==> config.mk <==
export PLATFORM = sky130hd
export DESIGN_NAME = line_serializer
export DESIGN_NICKNAME = d
export VERILOG_FILES = /design/src/rtl/line_serializer.sv
export SDC_FILE = /design/constraint.sdc
export NUM_CORES = 1
export LEC_CHECK = 0
export CORE_ASPECT_RATIO = 0.7
export CORE_UTILIZATION = 51
export CTS_BUF_LIST = sky130_fd_sc_hd__clkbuf_4
export DETAILED_ROUTE_END_ITERATION = 8
export MAX_ROUTING_LAYER = met4
export PLACE_DENSITY = 0.82
export SLEW_MARGIN = 40
export SYNTH_ARGS = -nofsm -noshare
export SYNTH_HDL_FRONTEND = slang
export SYNTH_SLANG_ARGS = --single-unit
==> constraint.sdc <==
create_clock -name clk -period 2.37 [get_ports clk]
set_input_delay 0.3555 -clock clk [delete_from_list [all_inputs] [get_ports clk]]
set_output_delay 0.3555 -clock clk [all_outputs]
set_load 0.01 [all_outputs]
==> src/rtl/line_serializer.sv <==
// rtl/line_serializer.sv - write-back serializer: one cache line out as WORDS word beats
module line_serializer #(
   parameter int WORDS  = 8,
   parameter int WORD_W = 32,
   parameter int ADDR_W = 32,
   parameter int LINE_W = WORDS * WORD_W
) (
   input  logic              clk,
   input  logic              rst,
   input  logic              start,
   input  logic [LINE_W-1:0] line_in,
   input  logic [ADDR_W-1:0] line_addr,
   output logic              busy,
   output logic              mem_we,
   output logic [WORD_W-1:0] mem_data,
   output logic [ADDR_W-1:0] mem_addr,
   input  logic              mem_ready,
   output logic              done
);

   // byte offset bits inside one line; forced to zero in the captured base
   localparam int OFF_W = $clog2(LINE_W / 8);
   localparam int CNT_W = $clog2(WORDS);
   localparam logic [CNT_W-1:0] LAST = CNT_W'(WORDS - 1);

   typedef enum logic [1:0] {
      S_IDLE = 2'd0,
      S_SEND = 2'd1,
      S_DONE = 2'd2
   } state_t;

   state_t              state;
   logic [CNT_W-1:0]    cnt;
   logic [LINE_W-1:0]   line_q;
   logic [ADDR_W-1:0]   base_q;
   logic [CNT_W-1:0]    nxt;
   logic [ADDR_W-1:0]   line_base;
   logic                unused_low_addr;

   // line-aligned base of the incoming address and index of the following beat
   always_comb begin
      line_base = {line_addr[ADDR_W-1:OFF_W], {OFF_W{1'b0}}};
      nxt       = cnt + 1'b1;
   end

   assign unused_low_addr = &{1'b0, line_addr[OFF_W-1:0]};

   // control FSM; beat data/address are preloaded so every output comes from a flop
   always_ff @(posedge clk) begin
      if (rst) begin
         state    <= S_IDLE;
         cnt      <= '0;
         line_q   <= '0;
         base_q   <= '0;
         busy     <= 1'b0;
         mem_we   <= 1'b0;
         done     <= 1'b0;
         mem_data <= '0;
         mem_addr <= '0;
      end else begin
         case (state)
            S_IDLE: begin
               done <= 1'b0;
               if (start) begin
                  line_q   <= line_in;
                  base_q   <= line_base;
                  cnt      <= '0;
                  busy     <= 1'b1;
                  mem_we   <= 1'b1;
                  mem_data <= line_in[WORD_W-1:0];
                  mem_addr <= line_base;
                  state    <= S_SEND;
               end
            end
            S_SEND: begin
               if (mem_ready) begin
                  if (cnt == LAST) begin
                     cnt    <= '0;
                     mem_we <= 1'b0;
                     done   <= 1'b1;
                     state  <= S_DONE;
                  end else begin
                     cnt      <= nxt;
                     mem_data <= line_q[nxt*WORD_W +: WORD_W];
                     mem_addr <= base_q + {{(ADDR_W-CNT_W-2){1'b0}}, nxt, 2'b00};
                  end
               end
            end
            S_DONE: begin
               done  <= 1'b0;
               busy  <= 1'b0;
               state <= S_IDLE;
            end
            default: begin
               state  <= S_IDLE;
               busy   <= 1'b0;
               mem_we <= 1'b0;
               done   <= 1'b0;
            end
         endcase
      end
   end

endmodule

# Yosys cells after proc, flatten, opt, wreduce, memory -nomap -nowiden
# Cells that the tools add are included.
[word_totals] output_inout_bits=67 input_bits=292 regBits=355 elab_cells=52 latch_bits=0 mem_count=0 mem_bits_ro=0 ram_bits=0
[op_classes] reduce_logical=10 n_shift=1 n_addsub=2 div=0 mul=0 n_lt_le_gt_ge=0 n_bitwise=2 n_mux=21 eq_ne=7
[ops] cell="$shiftx A256 B9 Y32" count=1
[ops] cell="$mux W32" count=6
[ops] cell="$pmux W32 S2" count=2
[ops] cell="$add A32 B5 Y32" count=1
[ops] cell="$mux W3" count=3
[ops] cell="$ne A2 B2 Y1 const B" count=4
[ops] cell="$reduce_and A4 Y1" count=2
[ops] cell="$mux W2" count=3
[ops] cell="$pmux W3 S2" count=1
[ops] cell="$reduce_and A2 Y1" count=3
[ops] cell="$reduce_and A3 Y1" count=2
[ops] cell="$pmux W2 S2" count=1
[ops] cell="$add A3 B1 Y3 const B" count=1
[ops] cell="$eq A3 B3 Y1 const B" count=1
[ops] cell="$mux W1" count=3
[ops] cell="$pmux W1 S3" count=1
[ops] cell="$eq A2 B1 Y1 const B" count=1
[ops] cell="$eq A2 B2 Y1 const B" count=1
[ops] cell="$logic_not A2 Y1" count=1
[ops] cell="$not A1 Y1" count=2
[ops] cell="$pmux W1 S2" count=1
[ops] cell="$reduce_bool A2 Y1" count=1
[ops] cell="$reduce_or A2 Y1" count=1

# Longest topological paths before layout
# Gate-level depths: netlist of run 1.
[depth] depth_word=5 ltp_mapped=8

# Worst setup path after synthesis of run 1
# No wires, ideal clock.
[synth_path] path_type="register to register" startpoint="register cnt[0]" endpoint="register mem_data[16]" setup_time_ns=0.138 path_slack_ns=0.461 path_buffers=2 arrival_time_ns=1.771 stages_incl_launch_ff=9 period_less_slack_ns=1.909 cell_sequence="dfxtp_1 > ha_1 > ha_1 > buf_2 > buf_2 > mux4_2 > mux2i_1 > a211o_1 > a21oi_2"
[synth_via] elab_chain_len=5 elab_cells_between_ends=8 cone_classes="add/sub: 1; eq/ne: 2; shift: 1; mux: 3; reduce/logical: 1"
[synth_lines] item="from (decl)" line="33" source="logic [CNT_W-1:0] cnt;"
[synth_lines] item="from (signal assigned)" line="83" source="cnt <= nxt;"
[synth_lines] item="$add A3 B1 Y3" line="43" source="nxt = cnt + 1'b1;"
[synth_lines] item="$shiftx A256 B9 Y32" line="84" source="mem_data <= line_q[nxt*WORD_W +: WORD_W];"
[synth_lines] item="$mux W32" line="77" source="if (cnt == LAST) begin"
[synth_lines] item="$mux W32" line="76" source="if (mem_ready) begin"
[synth_lines] item="$pmux W32 S2" line="61" source="case (state)"
[synth_lines] item="to (signal assigned)" line="70" source="mem_data <= line_in[WORD_W-1:0];"
[synth_lines] item="to (signal assigned)" line="84"
[synth_lines] item="to (decl)" line="15" source="output logic [WORD_W-1:0] mem_data,"
# Several ways; a longest one is shown, not always the timed one. The select of a mux whose other input is x is not followed.
# A chain may end at the register's enable or synchronous reset.

# Worst setup path in the final report of run 1
[layout_path] startpoint="register cnt[1]" endpoint="register mem_data[13]"
# The elaborated chain is that of the path after synthesis.

==> run metrics, run 1 <==
run status completed; max-cap check violation count 0; global-route wire length before repair 67000 um; Distinct cells, synth 30; endpoint type of the worst setup path flip-flop; final count of hold timing violations 0; commonest cells after routing, fill and taps aside 662 x nand2_1, 352 x dfxtp_1, 350 x clkdlybuf4s50_1, 292 x a21oi_1, 121 x clkbuf_4; number of nets in the finished design about 2400; Worst-Margin Slew 0.722 ns; worst-case clock buffer depth 3; DPL Wire Length a little under 30000 um; minimum clock period after layout 2.24 ns; sequential fraction of design power 47.6%; most common cell after layout, fill and taps aside nand2_1; Critical Path AT 2.80 ns; startpoint of the lowest-slack hold path line_in[66]; number of placed instances with taps included 2340; fin area 19700 sq um; most used routing layer met2; switching power as a share of total power 27.3%; Syn-to-layout area delta 33.0%; layout cells sized above 1 12.1%; Total GRT Usage 29.8%; CP max stage cell mux4_2; post-synth top area share 47.7%; part of the total power dissipated in the clock network about a third; worst setup path start cnt[1]; count of state elements after synthesis roughly 350; total power 13.8 mW; WL final 43300 um; clk_lat worst skew 0.74 ns; count of input and output buffers ~350; DIE HEIGHT 145 um; Bufs and invs on worst path 1; Std-Cell Core Area 28100 sq um; type of the tightest min-delay check primary input to flip-flop; syn avg cell area 8.55 sq um; net load switching power approximately 3.8 mW; clock tree from TritonCTS yes; Achievable Freq 0.446 GHz; CTS Buf Count 85; sinks on the clock net 353; sequential share of the synthesized area 47.7%; Final period util a little over nine tenths; kind of cell adding the most delay to the critical path multiplexers; antenna violations before repair 3; GR met1 Demand/Resource about 34%; relative contribution of combinational cells to total power 17.3%; critical-path cell list ha_4, buf_12, mux4_2, mux2i_1, a211o_1, a21oi_2; dpl cell area 18700 sq um; Slowest Stage Delay on Critical Path 0.60 ns; routed length per instance 17.4 um; DR vias about 14000; utilization after layout 70.0%; via density per instance between 5 and 6; depth of the CTS H-tree 3; Initial DRC Count 1106; area of the mapped netlist 14800 sq um; met3 usage in global routing 8.72%; area leader, netlist dfxtp_1; global routing usage on met2 46.8%; post-route DRC violation count 0; effective utilization at floorplan 52.6%; Final Hold Slack 0.169 ns; power per standard cell area between 600 and 700 nW/um^2; RSZ-0062 raised after global routing no; P_leak 7.28 nW; Row Count 51; full die area 29700 sq um; pin count of the biggest net entering global routing 105; Crit path required time around 2.9 ns; final number of max-transition violations 0; worst setup path class flip-flop to flip-flop; total negative setup slack 0 ns; Die X-Extent between 200 and 250 um; Placement Setup Slack 0.148 ns; maximum net fanout on the critical path 15; Critical R2R Launch cnt[1]; top-level port count between 300 and 400; Pre-Repair DR Iteration Count 5; via count of the first global-routing pass 13300; Root Buffer clkbuf_4; clock slew seen by the registers of the worst setup and hold paths 0.07 ns; cell-internal power 10.0 mW; Congestion Overflow GR 0; antenna viol nets, final 0; Worst IR Drop VDD 423 uV; routability congestion estimate 0.867; startpoint class of the critical path flip-flop; instance count of the mapped netlist 1732; Clock Skew approximately 0.045 ns; filler cell count in the final layout roughly 2100; setup repair bufs after CTS 0; count of placed standard cells in the final layout, fillers left out 2491; ranking of synthesized cells by area dfxtp_1 48%, nand2_1 17%, a21oi_1 9.9%; setup violation total in the final timing report 0; remaining max-slew budget at the tightest pin 51.9%; synth warn 0; setup slack of the critical path after layout 0.130 ns
-- synthesized netlist by cell type (all sizes together) --
cell type	n
or4	1
ha	2
nor2b	3
buf	74
a21o	2
mux4	64
or4b	1
a21oi	325
conb	1
nand3b	2
o22ai	1
o21ai	1
a311oi	27
clkbuf	77
nand3	1
nor3	2
inv	1
a211o	32
nand2b	4
nor2	63
mux2i	32
o21bai	1
dfxtp	353
nand2	662
-- worst register-to-register path: stages, from the launching register on --
cell     delay, ns
dfxtp_1       0.33
ha_4          0.48
buf_12        0.23
mux4_2        0.61
mux2i_1       0.21
a211o_1       0.18
a21oi_2       0.05
-- area by class of cell --
class / instances / area (sq um) / share of cell area, %
timing repair buffer: 388 / 4120 / 20.9
antenna: 4 / 10.0 / 0.0508
clock inverter: 25 / 121 / 0.616
inverter: 1 / 3.75 / 0.0190
clock buffer: 121 / 908 / 4.61
sequential: 353 / 7070 / 35.9
multi-input combinational: 1228 / 7010 / 35.6
tap: 371 / 464 / 2.36
-- cell families (layout without fill, tap and decap cells) --
logic type                 Yosys count  in the layout  share of synthesized area (%)
DFF                                353            353                           47.7
other                                1              6                         0.0253
AOI/OAI and AO/OA                  389            389                           15.5
muxes                               96             96                           12.2
buffers and inverters              152            535                           5.42
adders and majority gates            2              2                          0.169
and+or+nand+nor                    739            739                           19.0
-- power groups by stage --
stage                     Combinational (mW)  Sequential, mW  Clock [mW]
after floorplan                         1.25            6.67           0
after global placement                  2.33            6.66           0
after detailed placement                2.38            6.68           0
after CTS                               2.39            6.55        4.96
after global routing                    2.59            6.60        5.30
final                                   2.39            6.55        4.84
-- timing repair --
item	4_1_cts	5_1_grt
endpoints found under the setup margin	0	0
hold buffers	1	0
endpoints found under the hold margin	35	0
gates resized for setup	0	0
-- state kept, by name, summed over array words and instances (netlist names) --
register  count
line_q      256
mem_data     32
mem_addr     30
base_q       27
cnt           3
state         2
busy          1
done          1
mem_we        1
-- routing by layer --
layer	share of wire, %	wire [um]
met4	4.7	2050
met1	40	17200
met2	47	20400
met5	0	0
met3	8.6	3720
-- final timing paths --
check / end / slack, ns / cells after the start
worst max-delay path: mem_data[13] / 0.13 / 6
worst max register to register: mem_data[13] / 0.13 / 6
worst min-delay path: line_q[66] / 0.17 / 3
worst min register to register: line_q[138] / 0.45 / 2
Note: power is estimated with default switching activity, not from simulation.
==> inputs of run 2 (changes only) <==
GPL_ROUTABILITY_DRIVEN = 1   (was not set)
==> results of run 2 <==
Same layout as run 1: the final DEF is identical, and so are final timing and power.
==> inputs of run 3 (changes only) <==
CORE_MARGIN = 8   (was not set)
GPL_TIMING_DRIVEN = 0   (was not set)
==> run 3 against run 2 <==
Compared with the run above: non-clock buffer count rose by 114; core utilization fell by 1.2 points; cell count increased by 4.4%; setup slack lost 0.036 ns; global-route usage grew 2.9 points; fmax fell by 1.6%; hold slack gained 0.010 ns; wire length grew 31%; clock power is 2% lower; first-iteration DRC count up 49%; critical path depth up 1; sequential cell count unchanged; highest routed layer unchanged.
==> run metrics, run 3 (synthesis gave the netlist of run 1 again) <==
Final period util around 96%; pin count of the biggest net entering global routing 12; setup violation total in the final timing report 0; clk_lat worst skew 0.73 ns; type of the tightest min-delay check primary input to flip-flop; critical-path cell list ha_1, buf_6, buf_12, mux4_2, mux2i_1, a211o_1, a21oi_2; final number of max-transition violations 0; Initial DRC Count 1650; maximum net fanout on the critical path 10; Slowest Stage Delay on Critical Path approximately 0.56 ns; filler cell count in the final layout 2360; worst-case clock buffer depth 3; most used routing layer met2; commonest cells after routing, fill and taps aside 662 x nand2_1, 353 x dfxtp_1, 350 x clkdlybuf4s50_1, 293 x a21oi_1, 114 x clkbuf_4; endpoint type of the worst setup path flip-flop; startpoint of the lowest-slack hold path line_in[235]; Critical R2R Launch cnt[0]; minimum clock period after layout 2.28 ns; Total GRT Usage 32.7%; via density per instance approximately 5.8; total power 13.9 mW; utilization after layout about 70%; Syn-to-layout area delta 33.6%; startpoint class of the critical path flip-flop; WL final around 57000 um; met3 usage in global routing 6.72%; depth of the CTS H-tree 3; clock slew seen by the registers of the worst setup and hold paths 0.07 ns; number of nets in the finished design between 2000 and 2500; Clock Skew ~0.034 ns; effective utilization at floorplan between 50% and 60%; Worst IR Drop VDD roughly 310 uV; Largest register FFs approximately 260; run status completed; biggest regs line_q x256, mem_data x32, mem_addr x30; Worst-Margin Slew 0.815 ns; P_leak about 7.4 nW; CTS Buf Count 85; max-cap check violation count 0; GR met1 Demand/Resource 43.0%; power per standard cell area 701 nW/um^2; count of input and output buffers 350; Reg area 7070 sq um; Std-Cell Core Area 28800 sq um; remaining max-slew budget at the tightest pin a little under half; RSZ-0062 raised after global routing no; register bank with the most flops line_q; Critical Path AT 2.83 ns; worst setup path class flip-flop to flip-flop; CP max stage cell mux4_2; antenna viol nets, final 0; Root Buffer clkbuf_4; worst setup path start cnt[0]; clock tree from TritonCTS yes; DPL Wire Length 43400 um; Achievable Freq 0.439 GHz; DR vias 15000; Die X-Extent 220 um; Congestion Overflow GR 0; sinks on the clock net 353; global routing usage on met2 49.2%; worst reg-to-reg setup slack 0.09 ns; Row Count 52; full die area 34800 sq um; Pre-Repair DR Iteration Count 5; top-level port count 359; area of the multi-input gates approximately 7000 sq um; via count of the first global-routing pass 14900; setup repair bufs after CTS 0; DIE HEIGHT 159 um; routed length per instance 21.8 um; Crit path required time 2.93 ns; post-route DRC violation count 0; most common cell after layout, fill and taps aside nand2_1; antenna violations before repair 6; layout cells sized above 1 12.6%; global-route wire length before repair 84500 um; final count of hold timing violations 0; routability congestion estimate 0.957
-- run 3: cell count changes in the layout (fill, tap and decap cells not counted), moves of 3 or more --
cell      before  now
buf_6          0    4
buf_2          0   47
buf_12        26    7
clkbuf_1       0   74
clkinv_1      19   14
buf_4         10   14
buf_1          0    3
clkbuf_4     121  114
clkbuf_2       0    3
-- run 3: power breakdown --
part	switching [mW]	internal [mW]	total [mW]
sequential	0.220	6.34	6.56
combinational	1.39	1.21	2.59
clock	2.42	2.31	4.73
-- run 3: critical path: cells and delay by family (launching register included) --
family | cells | cell delay (ns)
muxes | 2 | 0.80
buffers and inverters | 2 | 0.43
adders and majority gates | 1 | 0.35
DFF | 1 | 0.32
AOI/OAI and AO/OA | 2 | 0.23
-- run 3: area by class of cell --
type	instances	area share, %
Antenna cell	6	0.0759
Buffer	151	4.15
Clock buffer	114	4.32
Clock inverter	19	0.499
Inverter	1	0.0190
Multi-Input combinational cell	1228	35.1
Sequential cell	353	35.7
Tap cell	378	2.39
Timing Repair Buffer	351	17.7
-- run 3: through the flow --
step / worst slack [ns] / std cells / hold slack [ns] / instance area (sq um) / setup TNS (ns)
global placement: -0.0860 / 2461 / 0.439 / 18800 / -1.61
global route: 0.00179 / 2601 / 0.139 / 19800 / 0
CTS: 0.0707 / 2594 / 0.131 / 19800 / 0
finish: 0.0938 / 2601 / 0.180 / 19800 / 0
floorplan: 0.461 / 1733 / 0.432 / 14800 / 0
detailed placement: -0.127 / 2461 / 0.445 / 18800 / -2.75
-- run 3: timing repair --
| item | in CTS | in global routing |
|---|---|---|
| gates resized for setup | 5 | 6 |
| cloned | 0 | 0 |
| endpoints found under the setup margin | 25 | 13 |
| hold buffers | 0 | 0 |
-- run 3: per-layer routing --
metal / part of all wire [%] / up-vias
met5: 0 / -
li1: - / 6763
met2: 45 / 959
met3: 11 / 134
met1: 41 / 7177
met4: 3.9 / 0
-- run 3: path summary, 6_finish.rpt --
kind,end,cells after the start
min,line_q[235],3
max reg2reg,mem_data[13],7
min reg2reg,line_q[186],2
max,mem_data[13],7
